<file path="src/rtl/light_monitor.sv">
`default_nettype none
// ============================================================================
// Module   : light_monitor
// Purpose  : Tracks a 12-step LED frame sequence on an asynchronous 8-bit bus
//            and reports lock, phase, frame completions and sequence errors.
//            Optional macro LIGHT_MONITOR_RATE_EN adds step-interval timing.
// Revision : 1.0 - initial release
// ============================================================================
module light_monitor #(
    parameter int STABLE_CYC = 4,
    parameter int RATE_THR   = 30000
) (
    input  logic       clk100khz,
    input  logic       rst_n,
    input  logic [7:0] light_in,
    output logic       locked,
    output logic [1:0] phase,
    output logic       frame_done,
    output logic       err,
    output logic [7:0] frame_cnt,
    output logic       rate_fast
);

    typedef enum logic [0:0] {
        S_HUNT  = 1'b0,
        S_TRACK = 1'b1
    } state_t;

    localparam logic [3:0] c_STABLE      = 4'(STABLE_CYC);
    localparam logic [3:0] c_LAST_IDX    = 4'd11;
    localparam logic [7:0] c_FRAME_START = 8'hFF;
    localparam logic [7:0] c_CNT_MAX     = 8'hFF;

    logic [7:0] r_sync1;
    logic [7:0] r_sync2;
    logic [7:0] r_cand;
    logic [3:0] r_stab_cnt;
    logic [7:0] r_last;
    logic       w_accept;

    state_t     r_state;
    state_t     w_state_nxt;
    logic [3:0] r_idx;
    logic [3:0] w_idx_nxt;
    logic [3:0] w_idx_inc;
    logic       w_done_nxt;
    logic       w_err_nxt;
    logic [7:0] w_cnt_nxt;

    logic       r_locked;
    logic [1:0] r_phase;
    logic       r_frame_done;
    logic       r_err;
    logic [7:0] r_frame_cnt;

    function automatic logic [7:0] f_expected(input logic [3:0] idx);
        logic [7:0] v;
        case (idx)
            4'd0:    v = 8'hFF;
            4'd1:    v = 8'h00;
            4'd2:    v = 8'h80;
            4'd3:    v = 8'h40;
            4'd4:    v = 8'h20;
            4'd5:    v = 8'h10;
            4'd6:    v = 8'h08;
            4'd7:    v = 8'h04;
            4'd8:    v = 8'h02;
            4'd9:    v = 8'h01;
            4'd10:   v = 8'hAA;
            4'd11:   v = 8'h55;
            default: v = 8'hFF;
        endcase
        return v;
    endfunction

    function automatic logic [1:0] f_phase(input state_t st, input logic [3:0] idx);
        logic [1:0] p;
        if (st == S_HUNT)      p = 2'd3;
        else if (idx == 4'd0)  p = 2'd0;
        else if (idx >= 4'd10) p = 2'd2;
        else                   p = 2'd1;
        return p;
    endfunction

    // Input synchronizer and stability filter; a candidate becomes an event
    // once it has held STABLE_CYC cycles and differs from the last event.
    always_ff @(posedge clk100khz or negedge rst_n) begin
        if (!rst_n) begin
            r_sync1    <= 8'h00;
            r_sync2    <= 8'h00;
            r_cand     <= 8'h00;
            r_stab_cnt <= 4'd0;
            r_last     <= 8'h00;
        end else begin
            r_sync1 <= light_in;
            r_sync2 <= r_sync1;
            if (r_sync2 != r_cand) begin
                r_cand     <= r_sync2;
                r_stab_cnt <= 4'd1;
            end else if (r_stab_cnt != c_STABLE) begin
                r_stab_cnt <= r_stab_cnt + 4'd1;
            end
            if (w_accept) begin
                r_last <= r_cand;
            end
        end
    end

    assign w_accept  = (r_stab_cnt == c_STABLE) && (r_cand != r_last);
    assign w_idx_inc = (r_idx == c_LAST_IDX) ? 4'd0 : r_idx + 4'd1;

    always_comb begin
        w_state_nxt = r_state;
        w_idx_nxt   = r_idx;
        w_done_nxt  = 1'b0;
        w_err_nxt   = 1'b0;
        w_cnt_nxt   = r_frame_cnt;
        if (w_accept) begin
            case (r_state)
                S_HUNT: begin
                    if (r_cand == c_FRAME_START) begin
                        w_state_nxt = S_TRACK;
                        w_idx_nxt   = 4'd0;
                    end
                end
                S_TRACK: begin
                    if (r_cand == f_expected(w_idx_inc)) begin
                        w_idx_nxt = w_idx_inc;
                        if (r_idx == c_LAST_IDX) begin
                            w_done_nxt = 1'b1;
                            if (r_frame_cnt != c_CNT_MAX) begin
                                w_cnt_nxt = r_frame_cnt + 8'd1;
                            end
                        end
                    end else if (r_cand == c_FRAME_START) begin
                        w_err_nxt   = 1'b1;
                        w_state_nxt = S_TRACK;
                        w_idx_nxt   = 4'd0;
                    end else begin
                        w_err_nxt   = 1'b1;
                        w_state_nxt = S_HUNT;
                        w_idx_nxt   = 4'd0;
                    end
                end
                default: begin
                    w_state_nxt = S_HUNT;
                    w_idx_nxt   = 4'd0;
                end
            endcase
        end
    end

    always_ff @(posedge clk100khz or negedge rst_n) begin
        if (!rst_n) begin
            r_state      <= S_HUNT;
            r_idx        <= 4'd0;
            r_locked     <= 1'b0;
            r_phase      <= 2'd3;
            r_frame_done <= 1'b0;
            r_err        <= 1'b0;
            r_frame_cnt  <= 8'd0;
        end else begin
            r_state      <= w_state_nxt;
            r_idx        <= w_idx_nxt;
            r_locked     <= (w_state_nxt == S_TRACK);
            r_phase      <= f_phase(w_state_nxt, w_idx_nxt);
            r_frame_done <= w_done_nxt;
            r_err        <= w_err_nxt;
            r_frame_cnt  <= w_cnt_nxt;
        end
    end

    assign locked     = r_locked;
    assign phase      = r_phase;
    assign frame_done = r_frame_done;
    assign err        = r_err;
    assign frame_cnt  = r_frame_cnt;

`ifdef LIGHT_MONITOR_RATE_EN
    localparam logic [16:0] c_RATE_THR = 17'(RATE_THR);
    localparam logic [16:0] c_INTV_MAX = 17'h1FFFF;

    logic [16:0] r_interval;
    logic        r_rate_fast;

    // Interval restarts at 1 so its value at the next event equals the
    // number of cycles between the two events.
    always_ff @(posedge clk100khz or negedge rst_n) begin
        if (!rst_n) begin
            r_interval  <= 17'd0;
            r_rate_fast <= 1'b0;
        end else begin
            if (w_accept) begin
                r_interval <= 17'd1;
            end else if (r_interval != c_INTV_MAX) begin
                r_interval <= r_interval + 17'd1;
            end
            if (w_accept && (r_state == S_TRACK)) begin
                r_rate_fast <= (r_interval < c_RATE_THR);
            end
        end
    end

    assign rate_fast = r_rate_fast;
`else
    logic w_unused_rate;
    assign w_unused_rate = ^RATE_THR;
    assign rate_fast     = 1'b0;
`endif

endmodule
`default_nettype wire
</file>
<file path="config.mk">
export PLATFORM = sky130hd
export DESIGN_NAME = light_monitor
export DESIGN_NICKNAME = d
export VERILOG_FILES = /design/src/rtl/light_monitor.sv
export SDC_FILE = /design/constraint.sdc
export NUM_CORES = 1
export LEC_CHECK = 0
export CAP_MARGIN = 20
export CORE_UTILIZATION = 37
export CTS_CLUSTER_DIAMETER = 80
export DETAILED_ROUTE_END_ITERATION = 6
export PLACE_DENSITY = 0.62
export SETUP_SLACK_MARGIN = 0.1
export SYNTH_ARGS = -nofsm -noshare
export SYNTH_HDL_FRONTEND = slang
export SYNTH_SLANG_ARGS = --single-unit
export TNS_END_PERCENT = 100
</file>
<file path="constraint.sdc">
create_clock -name clk100khz -period 3.1 [get_ports clk100khz]
set_input_delay 0.775 -clock clk100khz [delete_from_list [all_inputs] [get_ports clk100khz]]
set_output_delay 0.775 -clock clk100khz [all_outputs]
set_load 0.005 [all_outputs]
</file>
### Word-level counts from Yosys, hierarchy flattened

Memories as Yosys holds them, arrays and structs flattened.
Index checks and enable logic that the tools add are counted.

| cells by class | value |
|---|---|
| reductions and logical operators | 4 |
| add/subtract/negate cells | 3 |
| shift operators | 0 |
| multipliers | 0 |
| $lt $le $gt $ge | 1 |
| multiplexer cells | 23 |
| equal/unequal tests | 8 |
| divide/modulo/power cells | 0 |
| bitwise gates (word level) | 1 |

Operator list:

| cell | count |
|---|---|
| $mux 4 | 6 |
| $mux 8 | 2 |
| $ne 8x8->1 | 2 |
| $mux 1 | 10 |
| $add 4x1->4 const B | 2 |
| $add 8x1->8 const B | 1 |
| $eq 8x8->1 | 1 |
| $eq 8x8->1 const B | 1 |
| $ne 8x8->1 const B | 1 |
| $pmux 4 s2 | 1 |
| $mux 2 | 3 |
| $reduce_and 5->1 | 1 |
| $eq 4x3->1 const B | 1 |
| $eq 4x4->1 const B | 1 |
| $ge 4x4->1 const B | 1 |
| $logic_not 4->1 | 1 |
| $ne 4x3->1 const B | 1 |
| $pmux 1 s2 | 1 |
| $reduce_bool 2->1 | 1 |
| $logic_and 1x1->1 | 1 |
| $not 1->1 | 1 |

| word-level totals | value |
|---|---|
| word-level logic and storage cells | 52 |
| memories kept | 1 |
| output and inout port bits | 14 |
| bits of input ports | 10 |
| register bits | 53 |
| RAM bits | 0 |
| memory bits (read-only) | 128 |
| latch bits | 0 |

Memories:

| name | depth | bits a word | read ports | clocked after Yosys merged registers in | wr ports | RTL line | RTL |
|---|---|---|---|---|---|---|---|
| (name not given) | 16 | 8 | 1 | 0 | 0 | 58 | `case (idx)` |

### Depth between registers and ports, before layout

An unclocked memory read counts as a cell.

| logic depth | value |
|---|---|
| word-level depth | 13 |
| depth in mapped cells | 12 |
| depth with buffers taken out | 11 |

### Worst setup path after synthesis

No wires, ideal clock.

| timing | value |
|---|---|
| kind | register -> register |
| start point | reg r_idx[0] |
| end point | reg r_frame_cnt[1], in the netlist frame_cnt[1] |
| stages on the path, launching flop included | 12 |
| data required time | 2.975 ns |
| setup slack | 0.251 ns |
| buffers on the path | 2 |
| arrival time | 2.724 ns |
| setup time | 0.125 ns |
| period minus slack after synthesis | 2.849 ns |
| cell sequence | dfrtp_1 ha_1 buf_4 buf_4 nand2_1 o221ai_2 a221oi_2 xor2_1 nand4_1 nor4_4 nand3_2 mux2_4 |

| between the ends | value |
|---|---|
| word-level cells in the longest chain between the ends | 7 |
| elaborated cells on any way between the ends | 8 |
| those cells by class | 1 x add/sub; 2 x eq/ne; 3 x mux; 1 x reduce/logical; 1 x memory |

Ends and longest elaborated chain:

| element | RTL line | RTL |
|---|---|---|
| start, declared | 43 | `logic [3:0] r_idx;` |
| start signal, assigned | 164 | `r_idx <= w_idx_nxt;` |
| $add 4x1->4 / $eq 4x4->1 (equally long branches) | 110, 129 |  |
| $mux 4 | 110 | `assign w_idx_inc = (r_idx == c_LAST_IDX) ? 4'd0 : r_idx + 4'd1;` |
| $mem_v2 16x8 | n/a |  |
| $mux 8 | 119 | `case (r_state)` |
| $mux 8 | 118 | `if (w_accept) begin` |
| $eq 8x8->1 | 127 | `if (r_cand == f_expected(w_idx_inc)) begin` |
| $reduce_and 5->1 (no source line) * | n/a |  |
| end signal, assigned | 169 | `r_frame_cnt <= w_cnt_nxt;` |
| end, declared | 54 | `logic [7:0] r_frame_cnt;` |

Mark *: on every way between the ends. The rest lies on a longest branch, timed or not. The select of a mux whose other input is x is not followed.
A chain may end at the register's enable or synchronous reset.

### Final worst setup path

Ends and elaborated chain as after synthesis.

==> impl_metrics.tcl <==
set metrics [dict create \
    status "finished clean" \
    worstMarginPinSlew_ns 0.620 \
    cts_tree "built" \
    fmax_mhz 355 \
    place_hpwl_um 3740 \
    io_buffers 22 \
    hp-class "reg -> reg" \
    p_total_mw 1.14 \
    clock_path_buffers 2 \
    async_flop_share_pct 100 \
    htreeDepth 2 \
    cts_made_buffers 5 \
    synth_seq_cells 53 \
    placedCellCount 369 \
    grt_pass1_vias 1906 \
    ys_seq_area_share_pct 47.2 \
    hold_viol 0 \
    dp_slack_ns 0.0937 \
    syn_inst 261 \
    timing_worst_setup_path_type "reg -> reg" \
    ant_nets 0 \
    whs_ns 0.356 \
    ctsRootBufferMaster "clkbuf_8" \
    syn_nets 279 \
    fin_crit_ns 2.82 \
    drtIter0Drc 88 \
    yosysWarningCount 0 \
    area_growth_pct 14.4 \
    cp_max_fo 18 \
    insertedDiodeCount 0 \
    rows 31 \
    die-area_um2 7960 \
    relSlewSlack_pct 58.5 \
    rsz0062_at_grt "no" \
    antenna_found_initial 0 \
    grt_overflow_total 0 \
    wirelength_um 5070 \
    grtUsageTotal_pct 14.4 \
    cp-end-kind "flip-flop" \
    fin_setup_tns_ns 0 \
    holdBufCountCts 0 \
    final_nets 295 \
    drive_above_1_share_pct 16.6 \
    netlist_area_um2 2820 \
    synth_edf_count 0 \
    cts.sinks 53 \
    avgSynthCellArea_um2 10.8 \
    vias 1926 \
    yosysUniqueCellTypes 63 \
    grt_pass1_wl_um 8890 \
    leakage_nw 1.36 \
    die_w_um 89.2 \
    initial_core_util_pct 38.6 \
    crit_required_ns 3.29 \
    drc 0 \
    die_y_um 89.2 \
    clock_skew_ns 0.00315 \
    fin_crit_sh_pct 90.9 \
    core_area_um2 7290 \
    place_congestion 0.838 \
    maxSlewViolCount 0 \
    setup_violations 0 \
    maxCapViolations 0 \
    post-route-util_pct 44.1 \
    wl_per_cell_um 13.5 \
    final_critical_path_setup_slack_ns 0.283 \
    dr.pass1.iters 4 \
    placedInstanceArea_um2 3110 \
    synthFlopType "dfrtp_1" \
    worst_ep_arrival_time_ns 3.01 \
    clk_latency_ns 0.30 \
    final_area_um2 3220 \
    fillers 725 \
    io_pins 24 \
    irDropWorstVdd_v 0.000325 \
    instances_no_fill 376 \
    crit_path_start_kind "flip-flop" \
    vias_per_cell 5.12 \
    p_per_area_nw_per_um2 354 \
    cts.clk_slew.worst_paths_ns 0.09 \
    grt_max_degree 32 \
]
cell usage in the layout, fill, tap and decap left out, types with 3 or more instances in the layout:
master	n
clkbuf_8	5
ha_1	5
nor4_1	4
buf_4	8
nand3_1	7
dfrtp_1	50
o21ai_1	4
nand4_1	9
xnor2_1	14
a211oi_2	3
nor2_1	10
or3_1	3
a21oi_1	6
ha_2	3
o21ai_0	6
nand2_1	11
clkdlybuf4s50_1	21
inv_1	10
and3_1	4
mux2_2	8
o31ai_1	3
nor2b_1	3
nand2b_1	3
xor2_1	18
nor3_1	6
o21a_1	4
layer usage:
layer	GRT usage, %	vias up	routed length (µm)
met5	0	-	0
li1	-	953	-
met3	2.40	7	111
met2	24.4	29	2450
met1	18.5	937	2400
met4	5.34	0	105
synth_stat cells, types with 7 or more instances:
library cell,number,area share (%)
clkbuf_1,13,1.7
nand3_1,7,1.2
mux2_2,8,3.2
xnor2_1,14,4.4
ha_1,8,3.6
nand2_1,11,1.5
nor2_1,10,1.3
inv_1,10,1.3
dfrtp_1,51,45
xor2_1,18,5.6
nand4_1,9,2.0
final timing paths:
path	depth (start not counted)	endpoint	startpoint	slack [ns]
max in group asynchronous	2	phase[0]	rst_n	1.86
hold reg to reg	0	r_sync2[0]	r_sync1[0]	0.36
setup reg to reg	12	frame_cnt[1]	r_idx[0]	0.28
min in group asynchronous	1	r_sync1[7]	rst_n	0.43
hold / removal	0	r_sync2[0]	r_sync1[0]	0.36
setup / recovery	12	frame_cnt[1]	r_idx[0]	0.28
registers in the layout, summed over array words and instances, names as in the netlist:
signal and cells:
err 1, r_last 8, r_sync1 8, locked 1, phase 2, r_idx 4, r_sync2 8, r_stab_cnt 4
frame_done 1, r_cand 8, frame_cnt 8
what timing repair did:
action	4_1_cts	5_1_grt
endpoints found under the hold margin	0	0
gates cloned	0	0
pin swaps	0	3
setup endpoints to repair	2	13
setup buffers	0	0
resized for setup	1	6
critical path, cell delays in order, from the launching register on:
cell      delay [ns]
dfrtp_1         0.36
buf_4           0.21
inv_1           0.08
ha_1            0.28
mux2_1          0.32
o32ai_1         0.17
a211oi_2        0.09
xnor2_1         0.16
nand4_1         0.23
nor4_4          0.21
buf_6           0.17
nand3_2         0.09
mux2_4          0.33
cell families (layout without fill, tap and decap cells):
| group | count (synthesis) | in the layout | synth area share, % |
|---|---|---|---|
| AO/OA/AOI/OAI | 48 | 48 | 13.2 |
| XOR/XNOR | 32 | 32 | 9.96 |
| adder cells (fa/ha/maj) | 8 | 8 | 3.56 |
| buffers and inverters | 32 | 48 | 5.24 |
| flip-flops | 53 | 53 | 47.2 |
| multiplexers | 12 | 12 | 4.89 |
| other | 1 | 1 | 0.133 |
| AND/OR/NAND/NOR | 75 | 75 | 15.8 |
layout make-up:
type / count / area [µm²] / area share [%]
Timing Repair Buffer: 31 / 287 / 8.90
Sequential cell: 53 / 1330 / 41.3
Clock buffer: 5 / 68.8 / 2.14
Clock inverter: 2 / 16.3 / 0.505
Multi-Input combinational cell: 176 / 1360 / 42.1
Inverter: 10 / 37.5 / 1.17
Tap cell: 99 / 124 / 3.85
where the power goes:
group	internal (mW)	switching [mW]	leakage, nW	total [mW]
logic	0.0223	0.0259	0.650	0.0482
clock network	0.156	0.212	0.0402	0.368
registers	0.707	0.0166	0.671	0.723
total	0.885	0.254	1.36	1.14
Note: power is estimated with default switching activity, not from simulation.
